<file path="src/rtl/aer_tx_arbiter_if.sv">
// AER transmitter bundle: firing inputs, 4-phase req/ack/addr link, and status outputs.
interface aer_tx_if #(
    parameter int NCH = 4,
    parameter int AW  = 2
) ();
    logic [NCH-1:0] fe;
    logic           aer_req;
    logic [AW-1:0]  aer_addr;
    logic           aer_ack;
    logic [NCH-1:0] evt_lost;
    logic           busy;
    logic           timeout_err;

    modport master (
        input  fe, aer_ack,
        output aer_req, aer_addr, evt_lost, busy, timeout_err
    );

    modport slave (
        output fe, aer_ack,
        input  aer_req, aer_addr, evt_lost, busy, timeout_err
    );
endinterface

</file>
<file path="src/rtl/aer_tx_arbiter.sv">
// Round-robin AER event transmitter with per-channel pending buffer and 4-phase req/ack.
// Optional handshake timeout enabled by defining AER_TX_TIMEOUT_EN.
//   state | meaning
//   IDLE  | no handshake in flight; launches when a channel is pending and ack is low
//   REQ   | aer_req high, waiting for ack to rise
//   ACKLO | aer_req low, waiting for ack to fall
module aer_tx_arbiter #(
    parameter int NCH     = 4,
    parameter int AW      = 2,
    parameter int TIMEOUT = 255
) (
    input  logic     clk,
    input  logic     reset,
    aer_tx_if.master aer
);
    localparam int PW = (NCH > 1) ? $clog2(NCH) : 1;

    generate
        if (NCH < 2 || NCH > 64 || AW < PW || TIMEOUT < 1) begin : g_bad_param
            $error("aer_tx_arbiter: illegal NCH/AW/TIMEOUT combination");
        end
    endgenerate

    typedef enum logic [1:0] {S_IDLE, S_REQ, S_ACKLO} state_t;

    state_t         r_state;
    logic [NCH-1:0] r_pend;
    logic [NCH-1:0] r_lost;
    logic [PW-1:0]  r_rr;
    logic           r_req;
    logic [AW-1:0]  r_addr;

    logic [PW:0]    w_pick;
    logic [PW-1:0]  w_grant;
    logic           w_launch;
    logic [NCH-1:0] w_clr;

    // MSB flags a hit; lower bits are the first pending index at or after rr.
    function automatic logic [PW:0] pick_first(input logic [NCH-1:0] pend,
                                               input logic [PW-1:0]  rr);
        logic [PW:0]   res;
        logic [PW-1:0] ix;
        int            idx;
        res = '0;
        for (int k = 0; k < NCH; k++) begin
            idx = int'(rr) + k;
            if (idx >= NCH) idx = idx - NCH;
            ix = PW'(idx);
            if (!res[PW] && pend[ix]) res = {1'b1, ix};
        end
        return res;
    endfunction

    assign w_pick   = pick_first(r_pend, r_rr);
    assign w_grant  = w_pick[PW-1:0];
    assign w_launch = (r_state == S_IDLE) && w_pick[PW] && !aer.aer_ack;
    assign w_clr    = w_launch ? ({{(NCH-1){1'b0}}, 1'b1} << w_grant) : '0;

`ifdef AER_TX_TIMEOUT_EN
    localparam int CW = (TIMEOUT > 1) ? $clog2(TIMEOUT + 1) : 1;
    logic [CW-1:0] r_cnt;
    logic          r_terr;
`endif

    always_ff @(posedge clk or negedge reset) begin
        if (!reset) begin
            r_state <= S_IDLE;
            r_pend  <= '0;
            r_lost  <= '0;
            r_rr    <= '0;
            r_req   <= 1'b0;
            r_addr  <= '0;
`ifdef AER_TX_TIMEOUT_EN
            r_cnt   <= '0;
            r_terr  <= 1'b0;
`endif
        end else begin
            // A new firing on the grant edge re-arms the channel rather than being lost.
            r_pend <= (r_pend & ~w_clr) | aer.fe;
            r_lost <= aer.fe & r_pend & ~w_clr;
            case (r_state)
                S_IDLE: begin
                    if (w_launch) begin
                        r_state <= S_REQ;
                        r_req   <= 1'b1;
                        r_addr  <= AW'(w_grant);
                        r_rr    <= (w_grant == PW'(NCH - 1)) ? '0 : w_grant + 1'b1;
`ifdef AER_TX_TIMEOUT_EN
                        r_cnt   <= '0;
`endif
                    end
                end
                S_REQ: begin
                    if (aer.aer_ack) begin
                        r_state <= S_ACKLO;
                        r_req   <= 1'b0;
`ifdef AER_TX_TIMEOUT_EN
                        r_cnt   <= '0;
                    end else if (r_cnt == CW'(TIMEOUT)) begin
                        r_state <= S_IDLE;
                        r_req   <= 1'b0;
                        r_terr  <= 1'b1;
                    end else begin
                        r_cnt   <= r_cnt + 1'b1;
`endif
                    end
                end
                S_ACKLO: begin
                    if (!aer.aer_ack) begin
                        r_state <= S_IDLE;
`ifdef AER_TX_TIMEOUT_EN
                    end else if (r_cnt == CW'(TIMEOUT)) begin
                        r_state <= S_IDLE;
                        r_terr  <= 1'b1;
                    end else begin
                        r_cnt   <= r_cnt + 1'b1;
`endif
                    end
                end
                default: r_state <= S_IDLE;
            endcase
        end
    end

    assign aer.aer_req  = r_req;
    assign aer.aer_addr = r_addr;
    assign aer.evt_lost = r_lost;
    assign aer.busy     = (r_state != S_IDLE);
`ifdef AER_TX_TIMEOUT_EN
    assign aer.timeout_err = r_terr;
`else
    assign aer.timeout_err = 1'b0;
`endif
endmodule
</file>
<file path="src/flat_wrapper.sv">
// flat-port wrapper written by rule: the top's interface ports become plain ports
module aer_tx_arbiter_flat 
#(
    parameter int NCH     = 4,
    parameter int AW      = 2,
    parameter int TIMEOUT = 255
)
  (clk, reset, aer_fe, aer_aer_ack, aer_aer_req, aer_aer_addr, aer_evt_lost, aer_busy, aer_timeout_err);
  aer_tx_if #(.NCH(NCH), .AW(AW)) aer_i ();
  input  logic clk;
  input  logic reset;
  input wire logic [$bits(aer_i.fe)-1:0] aer_fe;
  input wire logic [$bits(aer_i.aer_ack)-1:0] aer_aer_ack;
  output wire logic [$bits(aer_i.aer_req)-1:0] aer_aer_req;
  output wire logic [$bits(aer_i.aer_addr)-1:0] aer_aer_addr;
  output wire logic [$bits(aer_i.evt_lost)-1:0] aer_evt_lost;
  output wire logic [$bits(aer_i.busy)-1:0] aer_busy;
  output wire logic [$bits(aer_i.timeout_err)-1:0] aer_timeout_err;
  assign aer_i.fe = aer_fe;
  assign aer_i.aer_ack = aer_aer_ack;
  assign aer_aer_req = aer_i.aer_req;
  assign aer_aer_addr = aer_i.aer_addr;
  assign aer_evt_lost = aer_i.evt_lost;
  assign aer_busy = aer_i.busy;
  assign aer_timeout_err = aer_i.timeout_err;
  aer_tx_arbiter #(.NCH(NCH), .AW(AW), .TIMEOUT(TIMEOUT)) u_core (.clk(clk), .reset(reset), .aer(aer_i));
endmodule
</file>
<file path="config.mk">
export PLATFORM = sky130hd
export DESIGN_NAME = aer_tx_arbiter_flat
export DESIGN_NICKNAME = d
export VERILOG_FILES = /design/src/rtl/aer_tx_arbiter_if.sv /design/src/rtl/aer_tx_arbiter.sv /design/src/flat_wrapper.sv
export SDC_FILE = /design/constraint.sdc
export NUM_CORES = 1
export LEC_CHECK = 0
export ABC_AREA = 1
export CORE_ASPECT_RATIO = 1.25
export CORE_MARGIN = 1.5
export CORE_UTILIZATION = 45
export DETAILED_ROUTE_END_ITERATION = 8
export HOLD_SLACK_MARGIN = 0.1
export PLACE_DENSITY = 0.7
export SLEW_MARGIN = 15
export SYNTH_ARGS = -nofsm -noshare
export SYNTH_HDL_FRONTEND = slang
export SYNTH_SLANG_ARGS = --single-unit
</file>
<file path="constraint.sdc">
create_clock -name clk -period 5 [get_ports clk]
set_input_delay 1.5 -clock clk [delete_from_list [all_inputs] [get_ports clk]]
set_output_delay 1.5 -clock clk [all_outputs]
set_load 0.01 [all_outputs]
</file>
==> report_table.html <==
<table>
<tr><th>Metric</th><th>Value</th></tr>
<tr><th colspan="2">Run status</th></tr>
<tr><td>Result of the run</td><td>finished, final reports clean</td></tr>
<tr><th colspan="2">Setup path</th></tr>
<tr><td>Launching instance or port of the critical path</td><td>u_core.r_state[1]</td></tr>
<tr><td>CP max stage cell</td><td>sky130_fd_sc_hd__clkdlybuf4s50_1</td></tr>
<tr><td>Reg2reg end</td><td>u_core.r_pend[1]</td></tr>
<tr><td>Critical path destination</td><td>aer_busy</td></tr>
<tr><td>Cells along the critical path</td><td>nor2_1, inv_1, clkdlybuf4s50_1</td></tr>
<tr><td>Data required, critical path</td><td>about 3.5 ns</td></tr>
<tr><td>Reg-to-reg startpoint</td><td>u_core.r_rr[0]</td></tr>
<tr><td>Flop-to-flop setup slack</td><td>roughly 2.9 ns</td></tr>
<tr><td>CP max FO</td><td>4</td></tr>
<tr><td>Critical path start-end classification</td><td>reg2out</td></tr>
<tr><td>R2R cell count</td><td>12</td></tr>
<tr><td>Critical path endpoint category</td><td>output port</td></tr>
<tr><td>Largest stage delay on the critical path</td><td>0.48 ns</td></tr>
<tr><td>Launching element type of the critical path</td><td>register</td></tr>
<tr><td>Critical path arrival</td><td>between 1 and 1.5 ns</td></tr>
<tr><th colspan="2">STA</th></tr>
<tr><td>Period utilisation layout</td><td>between 50% and 60%</td></tr>
<tr><td>Highest Clock Rate</td><td>around 350 MHz</td></tr>
<tr><td>Count of final max-slew check failures</td><td>0</td></tr>
<tr><td>Setup-failing EPs final</td><td>0</td></tr>
<tr><td>Transition time at the pin with the least slew margin</td><td>between 0.6 and 0.7 ns</td></tr>
<tr><td>Setup TNS</td><td>0 ns</td></tr>
<tr><td>Final hold violations</td><td>0</td></tr>
<tr><td>Min Clock Period, post-route</td><td>2.87 ns</td></tr>
<tr><td>Setup Skew</td><td>~0.0018 ns</td></tr>
<tr><td>Slew HR</td><td>54.1%</td></tr>
<tr><td>Unrepaired setup endpoints after global routing</td><td>false</td></tr>
<tr><th colspan="2">Clocking</th></tr>
<tr><td>Number of cells upsized or downsized after cts</td><td>0</td></tr>
<tr><td>Post-CTS Hold Fix Bufs</td><td>0</td></tr>
<tr><td>Clock tree root driver cell</td><td>sky130_fd_sc_hd__clkbuf_4</td></tr>
<tr><td>Maximum buffer depth of the clock tree</td><td>2</td></tr>
<tr><td>H-tree depth</td><td>1</td></tr>
<tr><td>Clk Latency, worst-skew pair</td><td>~0.27 ns</td></tr>
<tr><td>Buffers inserted during post-CTS setup optimization</td><td>0</td></tr>
<tr><td>CTS tree</td><td>yes</td></tr>
<tr><td>Clock buffer count from CTS</td><td>3</td></tr>
<tr><td>Number of sinks driven by the clock tree</td><td>15</td></tr>
<tr><td>Reg clk slew, reported paths</td><td>0.08 ns</td></tr>
<tr><th colspan="2">Synthesis</th></tr>
<tr><td>Post-synth net total</td><td>138</td></tr>
<tr><td>Post-synthesis instance total</td><td>between 100 and 150</td></tr>
<tr><td>Combinational family with the most area after synthesis</td><td>simple AND/OR/NAND/NOR gates</td></tr>
<tr><td>Cell area after synthesis</td><td>between 900 and 1000 sq um</td></tr>
<tr><td>Compound-Gate Fraction of Synth Area</td><td>approximately 3.2%</td></tr>
<tr><td>Number of synthesized register bits</td><td>15</td></tr>
<tr><td>Library cells used by synthesis</td><td>21</td></tr>
<tr><td>Warnings from Yosys</td><td>0</td></tr>
<tr><td>Proportion of synthesized area in mux cells</td><td>0%</td></tr>
<tr><td>Synthesized-area fraction occupied by adder cells</td><td>between 5 and 6%</td></tr>
<tr><td>Post-synthesis simple-gate area fraction</td><td>38.1%</td></tr>
<tr><td>Per-instance average area after synthesis</td><td>approximately 7.2 sq um</td></tr>
<tr><td>Xor-xnor portion of the synthesized cell area</td><td>0%</td></tr>
<tr><td>Fraction of the yosys area taken by sequential cells</td><td>about two fifths</td></tr>
<tr><th colspan="2">Finish</th></tr>
<tr><td>Finished Cell Area</td><td>between 1000 and 1500 sq um</td></tr>
<tr><td>Synthesis-to-layout area growth</td><td>19.0%</td></tr>
<tr><td>Ant diodes</td><td>0</td></tr>
<tr><td>Layout cell share with drive strength beyond 1</td><td>6.99%</td></tr>
<tr><td>Final net count</td><td>roughly 160</td></tr>
<tr><td>Fill count</td><td>about 180</td></tr>
<tr><th colspan="2">Place</th></tr>
<tr><td>HPWL Detailed</td><td>1410 microns</td></tr>
<tr><td>DP Area</td><td>approximately 1100 sq um</td></tr>
<tr><td># port buffers</td><td>14</td></tr>
<tr><td>Routability cong.</td><td>between 0.8 and 0.9</td></tr>
<tr><th colspan="2">Floorplanning</th></tr>
<tr><td>Standard cell core area</td><td>1940 sq um</td></tr>
<tr><td>Y dimension of the die</td><td>between 50 and 60 microns</td></tr>
<tr><td>Die outline width</td><td>approximately 43 microns</td></tr>
<tr><td>Count of standard-cell rows</td><td>18</td></tr>
<tr><td>Initial Util</td><td>about 47%</td></tr>
<tr><td>IO Pins</td><td>16</td></tr>
<tr><td>DIE AREA</td><td>2300 sq um</td></tr>
<tr><th colspan="2">Job</th></tr>
<tr><td>Max-cap violation count</td><td>0</td></tr>
<tr><th colspan="2">Pwr</th></tr>
<tr><td>Static power due to leakage</td><td>~0.63 nW</td></tr>
<tr><td>Worst vdd rail ir drop</td><td>roughly 0.32 mV</td></tr>
<tr><td>Power density over cell area</td><td>approximately 620 nW/um^2</td></tr>
<tr><th colspan="2">GRT</th></tr>
<tr><td>Pin count of the biggest net entering global routing</td><td>16</td></tr>
<tr><td>Total Routing Usage GR</td><td>17.6%</td></tr>
<tr><td>Final global-route overflow total</td><td>0</td></tr>
<tr><td>Number of antenna violations at the first check in global routing</td><td>0</td></tr>
<tr><td>Vias in the first global route</td><td>between 700 and 800</td></tr>
<tr><td>Global-route wire length before repair</td><td>approximately 3000 microns</td></tr>
<tr><th colspan="2">Route</th></tr>
<tr><td>Antenna violation net count after detailed routing</td><td>0</td></tr>
<tr><td>DRC violation count after routing</td><td>0</td></tr>
<tr><td>Iteration count of the initial detailed-routing pass</td><td>3</td></tr>
<tr><td>Vias per inst</td><td>roughly 4.8</td></tr>
<tr><td>Final wirelength</td><td>roughly 1700 microns</td></tr>
<tr><td>DR vias</td><td>787</td></tr>
<tr><td>Final routed wire length divided by cell count</td><td>between 10 and 15 microns</td></tr>
<tr><td>Initial DRC Count</td><td>12</td></tr>
<tr><th colspan="2">Min path</th></tr>
<tr><td>Min-Delay Path Depth</td><td>1</td></tr>
<tr><td>Hold Path Class</td><td>reg2reg</td></tr>
</table>
==> layout make-up <==
class                      instances  area (sq um)  area share, %
inverter                          23          86.3           7.98
multi-input combinational         87           429           39.7
clock buffer                       4          26.3           2.43
tap                               20          25.0           2.31
timing repair buffer              14           140           12.9
sequential                        15           375           34.7
==> metrics by stage <==
stage / worst slack [ns] / std cells / power (mW) / hold slack (ns) / utilization (%)
after CTS: 2.10 / 163 / 0.685 / 0.495 / 55.9
after global placement: 2.24 / 159 / 0.602 / 0.464 / 54.5
after floorplan: 2.81 / 127 / 0.494 / 0.441 / -
after detailed placement: 2.22 / 159 / 0.614 / 0.465 / 54.5
final: 2.13 / 163 / 0.676 / 0.485 / 55.9
after global routing: 2.07 / 163 / 0.748 / 0.519 / 55.9
==> cell families after synthesis <==
family | count (synthesis)
other | 1
adders and majority gates | 4
AOI/OAI and AO/OA | 5
and+or+nand+nor | 77
DFF | 15
buffers and inverters | 25
==> cell usage in the layout (no fill, tap or decap), drive strengths merged <==
| cell | instances |
|---|---|
| clkdlybuf4s50 | 14 |
| nor3b | 1 |
| conb | 1 |
| ha | 4 |
| nor2 | 9 |
| a21oi | 1 |
| o31ai | 1 |
| nand4 | 1 |
| o21ai | 2 |
| inv | 23 |
| clkbuf | 4 |
| a31oi | 1 |
| nand2 | 49 |
| nand3 | 17 |
| dfrtp | 15 |
==> worst min path at each step <==
stage                           startpoint                      to
global route        u_core.aer.aer_addr[1]  u_core.aer.aer_addr[1]
global placement         u_core.r_state[0]       u_core.r_state[1]
finish                   u_core.r_state[0]       u_core.r_state[1]
detailed placement  u_core.aer.aer_addr[1]  u_core.aer.aer_addr[1]
floorplan                u_core.r_state[0]       u_core.r_state[1]
CTS                      u_core.r_state[0]       u_core.r_state[1]
==> critical path, delay by kind of cell (launching register included) <==
| kind | cells | cell delay (ns) |
|---|---|---|
| AND/OR/NAND/NOR | 1 | 0.12 |
| buffers and inverters | 2 | 0.56 |
| flip-flops | 1 | 0.41 |
==> where the power goes <==
group          internal (mW)  switching, mW
Sequential             0.168         0.0420
Combinational          0.156          0.244
Clock                 0.0309         0.0358
==> state kept, by name, summed over array words and instances (netlist names) <==
name / flops
u_core.r_state: 2
u_core.aer.aer_req: 1
u_core.aer.aer_addr: 2
u_core.r_pend: 4
u_core.aer.evt_lost: 4
u_core.r_rr: 2
==> cells in the mapped netlist (all sizes together) <==
cell | number | area, sq um
nand4 | 1 | 6.26
a31oi | 1 | 6.26
nand2 | 49 | 194
dfrtp | 15 | 375
nand3 | 17 | 97.6
buf | 2 | 18.8
o21ai | 2 | 10.0
ha | 4 | 50.1
inv | 23 | 86.3
conb | 1 | 3.75
a21oi | 1 | 5.00
o31ai | 1 | 7.51
nor3b | 1 | 7.51
nor2 | 9 | 41.3
==> layer usage <==
layer	global-route usage (%)	vias up	routed length [microns]
met2	30.6	9	910
met5	0	-	0
met3	1.37	4	31
li1	-	416	-
met1	20.7	358	747
met4	11.1	0	41
(Power assumes the default switching activity.)
